===== config.mk =====
export PLATFORM = sky130hd
export DESIGN_NAME = wwd_output_drain
export DESIGN_NICKNAME = d
export VERILOG_FILES = /design/src/rtl/wwd_output_drain.sv
export SDC_FILE = /design/constraint.sdc
export NUM_CORES = 1
export LEC_CHECK = 0
export BUFFER_PORTS_ARGS = -buffer_cell sky130_fd_sc_hd__buf_2
export CORE_MARGIN = 4
export CORE_UTILIZATION = 40
export CTS_BUF_LIST = sky130_fd_sc_hd__clkbuf_8
export CTS_CLUSTER_DIAMETER = 30
export CTS_CLUSTER_SIZE = 30
export DETAILED_ROUTE_END_ITERATION = 16
export PLACE_DENSITY = 0.59
export SYNTH_ARGS = -nofsm -noshare
export SYNTH_HDL_FRONTEND = slang
export SYNTH_SLANG_ARGS = --single-unit

===== constraint.sdc =====
create_clock -name clk -period 7.2 [get_ports clk]
set_clock_uncertainty 0.15 [all_clocks]
set_input_delay 1.08 -clock clk [delete_from_list [all_inputs] [get_ports clk]]
set_output_delay 1.08 -clock clk [all_outputs]
set_load 0.01 [all_outputs]

===== src/rtl/wwd_output_drain.sv =====
// wwd_output_drain: queues WWD output words for an external device and turns HLT into a clean halt once all words have been delivered.
// Optional feature macro WWD_COUNT_EN adds a 16-bit wwd_count port that counts delivered words.
module wwd_output_drain #(
   parameter int WORD_SIZE = 16,
   parameter int DEPTH     = 4,
   parameter int PTR_W     = 2
) (
   input  logic                 clk,
   input  logic                 reset,
   input  logic                 wwd_en,
   input  logic [WORD_SIZE-1:0] wwd_data,
   input  logic                 hlt_req,
   output logic                 stall_req,
   output logic                 out_valid,
   output logic [WORD_SIZE-1:0] out_data,
   input  logic                 out_ready,
   output logic                 is_halted
`ifdef WWD_COUNT_EN
   ,
   output logic [15:0]          wwd_count
`endif
);
   typedef enum logic [1:0] {RUN, DRAIN, HALTED} state_t;
   localparam logic [PTR_W:0]   CNT_FULL = (PTR_W+1)'(DEPTH);
   localparam logic [PTR_W:0]   CNT_ONE  = (PTR_W+1)'(1);
   localparam logic [PTR_W-1:0] PTR_ONE  = PTR_W'(1);
   logic [WORD_SIZE-1:0] mem_q [DEPTH];
   logic [PTR_W-1:0]     rd_q, rd_d, wr_q, wr_d;
   logic [PTR_W:0]       count_q, count_d;
   state_t               state_q, state_d;
   logic [WORD_SIZE-1:0] out_data_q, out_data_d;
   logic                 out_valid_q, is_halted_q;
   logic                 run, full, pop, push;
   assign out_valid = out_valid_q;
   assign out_data  = out_data_q;
   assign is_halted = is_halted_q;
   // Handshake, pointer/count update and next head word; the head is bypassed from wwd_data when the incoming word lands in the head slot.
   always_comb begin
      run        = state_q == RUN;
      full       = count_q == CNT_FULL;
      pop        = out_valid_q & out_ready;
      push       = wwd_en & run & (!full | pop);
      stall_req  = wwd_en & run & full & !pop;
      rd_d       = pop ? rd_q + PTR_ONE : rd_q;
      wr_d       = push ? wr_q + PTR_ONE : wr_q;
      count_d    = (push & !pop) ? count_q + CNT_ONE : (pop & !push) ? count_q - CNT_ONE : count_q;
      out_data_d = (count_d == '0) ? '0 : (push && rd_d == wr_q) ? wwd_data : mem_q[rd_d];
      state_d    = (run & hlt_req) ? DRAIN : (state_q == DRAIN && count_d == '0) ? HALTED : state_q;
   end
   // Storage array; contents need no reset because pointers and count define validity.
   always_ff @(posedge clk) begin
      if (push) mem_q[wr_q] <= wwd_data;
   end
   // Control state, registered outputs and halt FSM; is_halted lags HALTED entry by one cycle.
   always_ff @(posedge clk) begin
      if (reset) begin
         rd_q        <= '0;
         wr_q        <= '0;
         count_q     <= '0;
         state_q     <= RUN;
         out_valid_q <= 1'b0;
         out_data_q  <= '0;
         is_halted_q <= 1'b0;
      end else begin
         rd_q        <= rd_d;
         wr_q        <= wr_d;
         count_q     <= count_d;
         state_q     <= state_d;
         out_valid_q <= count_d != '0;
         out_data_q  <= out_data_d;
         is_halted_q <= state_q == HALTED;
      end
   end
`ifdef WWD_COUNT_EN
   logic [15:0] wwd_count_q;
   assign wwd_count = wwd_count_q;
   // Delivered-word counter; wraps naturally and stops in HALTED since no pops occur there.
   always_ff @(posedge clk) begin
      if (reset) wwd_count_q <= '0;
      else if (pop) wwd_count_q <= wwd_count_q + 16'd1;
   end
`endif
endmodule


==> impl_summary.md <==
Status
The flow ran to the end, and the final reports show no timing, DRC or antenna violations.

Layout
Compared with the post-synthesis result, the final layout area differs by 10.6%. The antenna diode count is 0. In the final layout, the share of cells above drive strength 1 is 0.255. The number of nets in the layout is 348. The finished layout cell area is 0.00472 sq mm.

Clock network
The H-tree was split into 3 levels. In this run, post-CTS hold repair placed 0 buffers. The number of sinks handled by clock tree synthesis is 91. The clock tree from TritonCTS is yes. The number of clock buffers added by TritonCTS is 9.

The post-cts resize count is 0. The worst-case clock buffer depth is 2. The insertion delay to the later sink of the worst-skew pair is 0.35 ns. The root buffer cell chosen for the clock tree is sky130_fd_sc_hd__clkbuf_8. The count of buffers added by post-CTS timing repair for setup is 0. The clock transition time at the flip-flop clock pins of the worst setup and hold paths is 0.08 ns.

Floorplanning
The row count is 37. Measured along the y axis, the die boundary spans 111 microns. The core box area is 0.0104 sq mm. 40 I/O pins were placed. The floorplan step set the die width to 111 microns. The initial standard-cell utilization of the core is 0.412.

The floorplan step defined a die boundary enclosing 0.0124 sq mm.

Yosys
Of the post-synthesis cell area, the dominant cell type holds 0.450. The share of synthesized registers carrying an async set or reset is 0. The cell area that synthesis handed to floorplanning was 0.00427 sq mm. The share of the Yosys chip area taken by registers is 0.577. By area the synthesized netlist is led by sky130_fd_sc_hd__edfxtp_1, sky130_fd_sc_hd__mux2i_1, sky130_fd_sc_hd__dfxtp_1. The post-synthesis register bit count is 91. Counting instances in the post-synthesis netlist gives the leading cell types as sky130_fd_sc_hd__mux2i_1, sky130_fd_sc_hd__edfxtp_1, sky130_fd_sc_hd__dfxtp_1. When the netlist entered floorplanning its net count stood at 314. The count of flip-flops with a built-in enable after synthesis is 64.

The distinct cell type count after synthesis is 39. The Yosys step of the flow raised 0 warnings. For this run, the leading register cell type out of synthesis is sky130_fd_sc_hd__edfxtp_1. In this run the mean area of a mapped cell was 14.9 sq um. The largest total area in the synthesized netlist belongs to sky130_fd_sc_hd__edfxtp_1. The synthesized netlist cell count is 286. The most frequent cell after synthesis is sky130_fd_sc_hd__mux2i_1.

Critical path
The worst reg-to-reg setup slack is 4.11 ns. The required time at the worst-slack endpoint is 7.23 ns. STA classifies the critical path endpoint as a register.

Walking the worst path, the cells encountered are buf_2, nand2_2, buf_4, mux2i_1, o311ai_1, and3_1, a2111oi_0. The worst setup path is launched from an input port. The slowest stage of the critical path is the sky130_fd_sc_hd__and3_1 cell. The critical path class is in2reg. Of all nets on the critical path, the largest fanout is 54. In this design, the stage delay of the slowest critical-path cell is 0.88 ns.

The arrival time at the worst endpoint is 3.58 ns.

Routing
After the first detailed-routing iteration, the DRC count stood at 151. The detailed-route DRC error count is 0. The final layout contains routed wiring with a total length of 8470 microns.

Dividing the detail-routed via count by the number of cells gives 5.27. The detailed router placed 2430 vias in this run. The residual antenna-violating net count after detailed routing is 0. The wire length per cell is 18.4 microns. The first detailed-routing pass took 4 iterations.

STA
In this run the tightest slew margin relative to its limit is 0.301. The top achievable clock speed is 0.281 GHz. The final total negative setup slack is 0 ns. The number of hold violations in the final report is 0. The count of pins over their slew limit is 0. The portion of the clock cycle consumed by the worst path in the final layout is 0.494. The worst path in the final design needs a cycle of 3.55 ns, including I/O delays and setup. The transition time at the pin with the least slew margin is 1.05 ns. Setup violations remaining at the end of the flow were counted as 0. Setup repair after global routing left no endpoint under its margin.

Placement
The HPWL after detailed placement is 5160 microns. In this run the tool buffered the top-level ports with 39 buffer cells. At the end of routability-driven placement, the weighted congestion stood at 0.737.

Summing all placed instances gives a cell area of 0.00455 sq mm.

Pwr
The worst-case IR drop observed on VDD is 0.186 mV. The total leakage power is 0.00186 uW. The ratio of total power to cell area is 340 mW/mm^2.

Global routing
The first global-routing pass estimated 13700 microns of wire. The initial antenna violation count is 0. In the global route stage, overall resource usage came out at 0.142. For this run the aggregate overflow at the end of global routing stands at 0.

The number of global-route vias before repair is 2579. Entering global routing, the biggest net connects 55 pins.

Min path
The worst min-delay path class is reg2reg.

Job
The max-cap violation count is 0.
## logic make-up (layout without fill, tap and decap cells)
logic type | after synthesis | in the layout | share of synthesized area
and+or+nand+nor | 44 | 44 | 0.0498
buffers and inverters | 25 | 64 | 0.0325
xor gates and xnor gates | 5 | 5 | 0.0103
DFF | 91 | 91 | 0.577
muxes | 82 | 82 | 0.239
adders and majority gates | 7 | 7 | 0.0205
AOI/OAI and AO/OA | 32 | 32 | 0.0712
## power by group
group          switching (uW)  leakage (uW)  internal [uW]
Sequential               64.6      0.000806            670
Combinational             313      0.000955            249
Clock                     174     0.0000943            135
## final cells by class
type                            count  area, sq um
Clock buffer                       10          138
Clock inverter                      6         38.8
Timing Repair Buffer               43          225
Tap cell                          136          170
Multi-Input combinational cell    170         1670
Sequential cell                    91         2460
Fill cell                         988         5650
Inverter                            5         18.8
## metrics by stage
stage	cells	hold slack [ns]	setup WS (ns)	power, uW	util
final	461	0.390	3.65	1610	0.455
after global routing	461	0.448	3.44	1710	0.455
after CTS	461	0.390	3.66	1630	0.455
after detailed placement	445	0.378	3.26	1320	0.438
after global placement	445	0.370	3.36	1300	0.438
after floorplan	286	0.333	4.11	1180	-
## critical path, delay by kind of cell
| kind | cells | cell delay (ns) |
|---|---|---|
| simple gates | 2 | 0.93 |
| buf+inv | 2 | 0.78 |
| compound gates | 2 | 0.52 |
| mux | 1 | 0.24 |
## path summary, 6_finish.rpt
kind | start | endpoint | depth (start not counted)
setup / recovery | out_ready | out_data[3] | 7
hold / removal | state_q[1] | is_halted | 2
setup reg to reg | out_valid | out_data[3] | 6
hold reg to reg | state_q[1] | is_halted | 2
## metal layers
layer | share of wire | wire, microns | vias to the layer above | track usage
met4 | 0.010 | 85 | 0 | 0.0308
li1 | - | - | 1191 | -
met3 | 0.035 | 293 | 6 | 0.0409
met1 | 0.47 | 3990 | 1189 | 0.191
met2 | 0.48 | 4100 | 44 | 0.229
met5 | 0 | 0 | - | 0
## flip-flops by register name, indices dropped and copies added (netlist names)
signal     cells
is_halted      1
out_data      16
mem_q         64
wr_q           2
out_valid      1
state_q        2
rd_q           2
count_q        3
## cell usage in the layout, fill, tap and decap left out
| cell | count |
|---|---|
| sky130_fd_sc_hd__a31oi_1 | 1 |
| sky130_fd_sc_hd__nor3b_1 | 1 |
| sky130_fd_sc_hd__a21o_1 | 1 |
| sky130_fd_sc_hd__inv_1 | 6 |
| sky130_fd_sc_hd__buf_4 | 4 |
| sky130_fd_sc_hd__inv_6 | 2 |
| sky130_fd_sc_hd__xor2_1 | 1 |
| sky130_fd_sc_hd__a2111oi_0 | 8 |
| sky130_fd_sc_hd__nand3_1 | 4 |
| sky130_fd_sc_hd__or3b_1 | 1 |
| sky130_fd_sc_hd__clkinvlp_4 | 1 |
| sky130_fd_sc_hd__nand2_2 | 1 |
| sky130_fd_sc_hd__a311oi_1 | 2 |
| sky130_fd_sc_hd__buf_2 | 39 |
| sky130_fd_sc_hd__xnor2_1 | 4 |
| sky130_fd_sc_hd__clkinv_2 | 2 |
| sky130_fd_sc_hd__clkbuf_8 | 10 |
| sky130_fd_sc_hd__dfxtp_1 | 27 |
| sky130_fd_sc_hd__ha_1 | 7 |
| sky130_fd_sc_hd__o21bai_1 | 1 |
| sky130_fd_sc_hd__nor2_1 | 22 |
| sky130_fd_sc_hd__a22o_1 | 1 |
| sky130_fd_sc_hd__o311ai_1 | 2 |
| sky130_fd_sc_hd__nand4b_1 | 1 |
| sky130_fd_sc_hd__and2_1 | 5 |
| sky130_fd_sc_hd__a221oi_1 | 1 |
| sky130_fd_sc_hd__edfxtp_1 | 64 |
| sky130_fd_sc_hd__a2111oi_2 | 8 |
| sky130_fd_sc_hd__nand2_1 | 3 |
| sky130_fd_sc_hd__o31ai_1 | 1 |
| sky130_fd_sc_hd__mux4_2 | 16 |
| sky130_fd_sc_hd__a21oi_1 | 3 |
| sky130_fd_sc_hd__and3_1 | 1 |
| sky130_fd_sc_hd__mux2i_1 | 66 |
| sky130_fd_sc_hd__nand4_1 | 2 |
| sky130_fd_sc_hd__o211ai_1 | 1 |
| sky130_fd_sc_hd__o21ai_0 | 2 |
| sky130_fd_sc_hd__or4_1 | 1 |
| sky130_fd_sc_hd__nor3_1 | 2 |
Power figures use the tool's default switching activity.
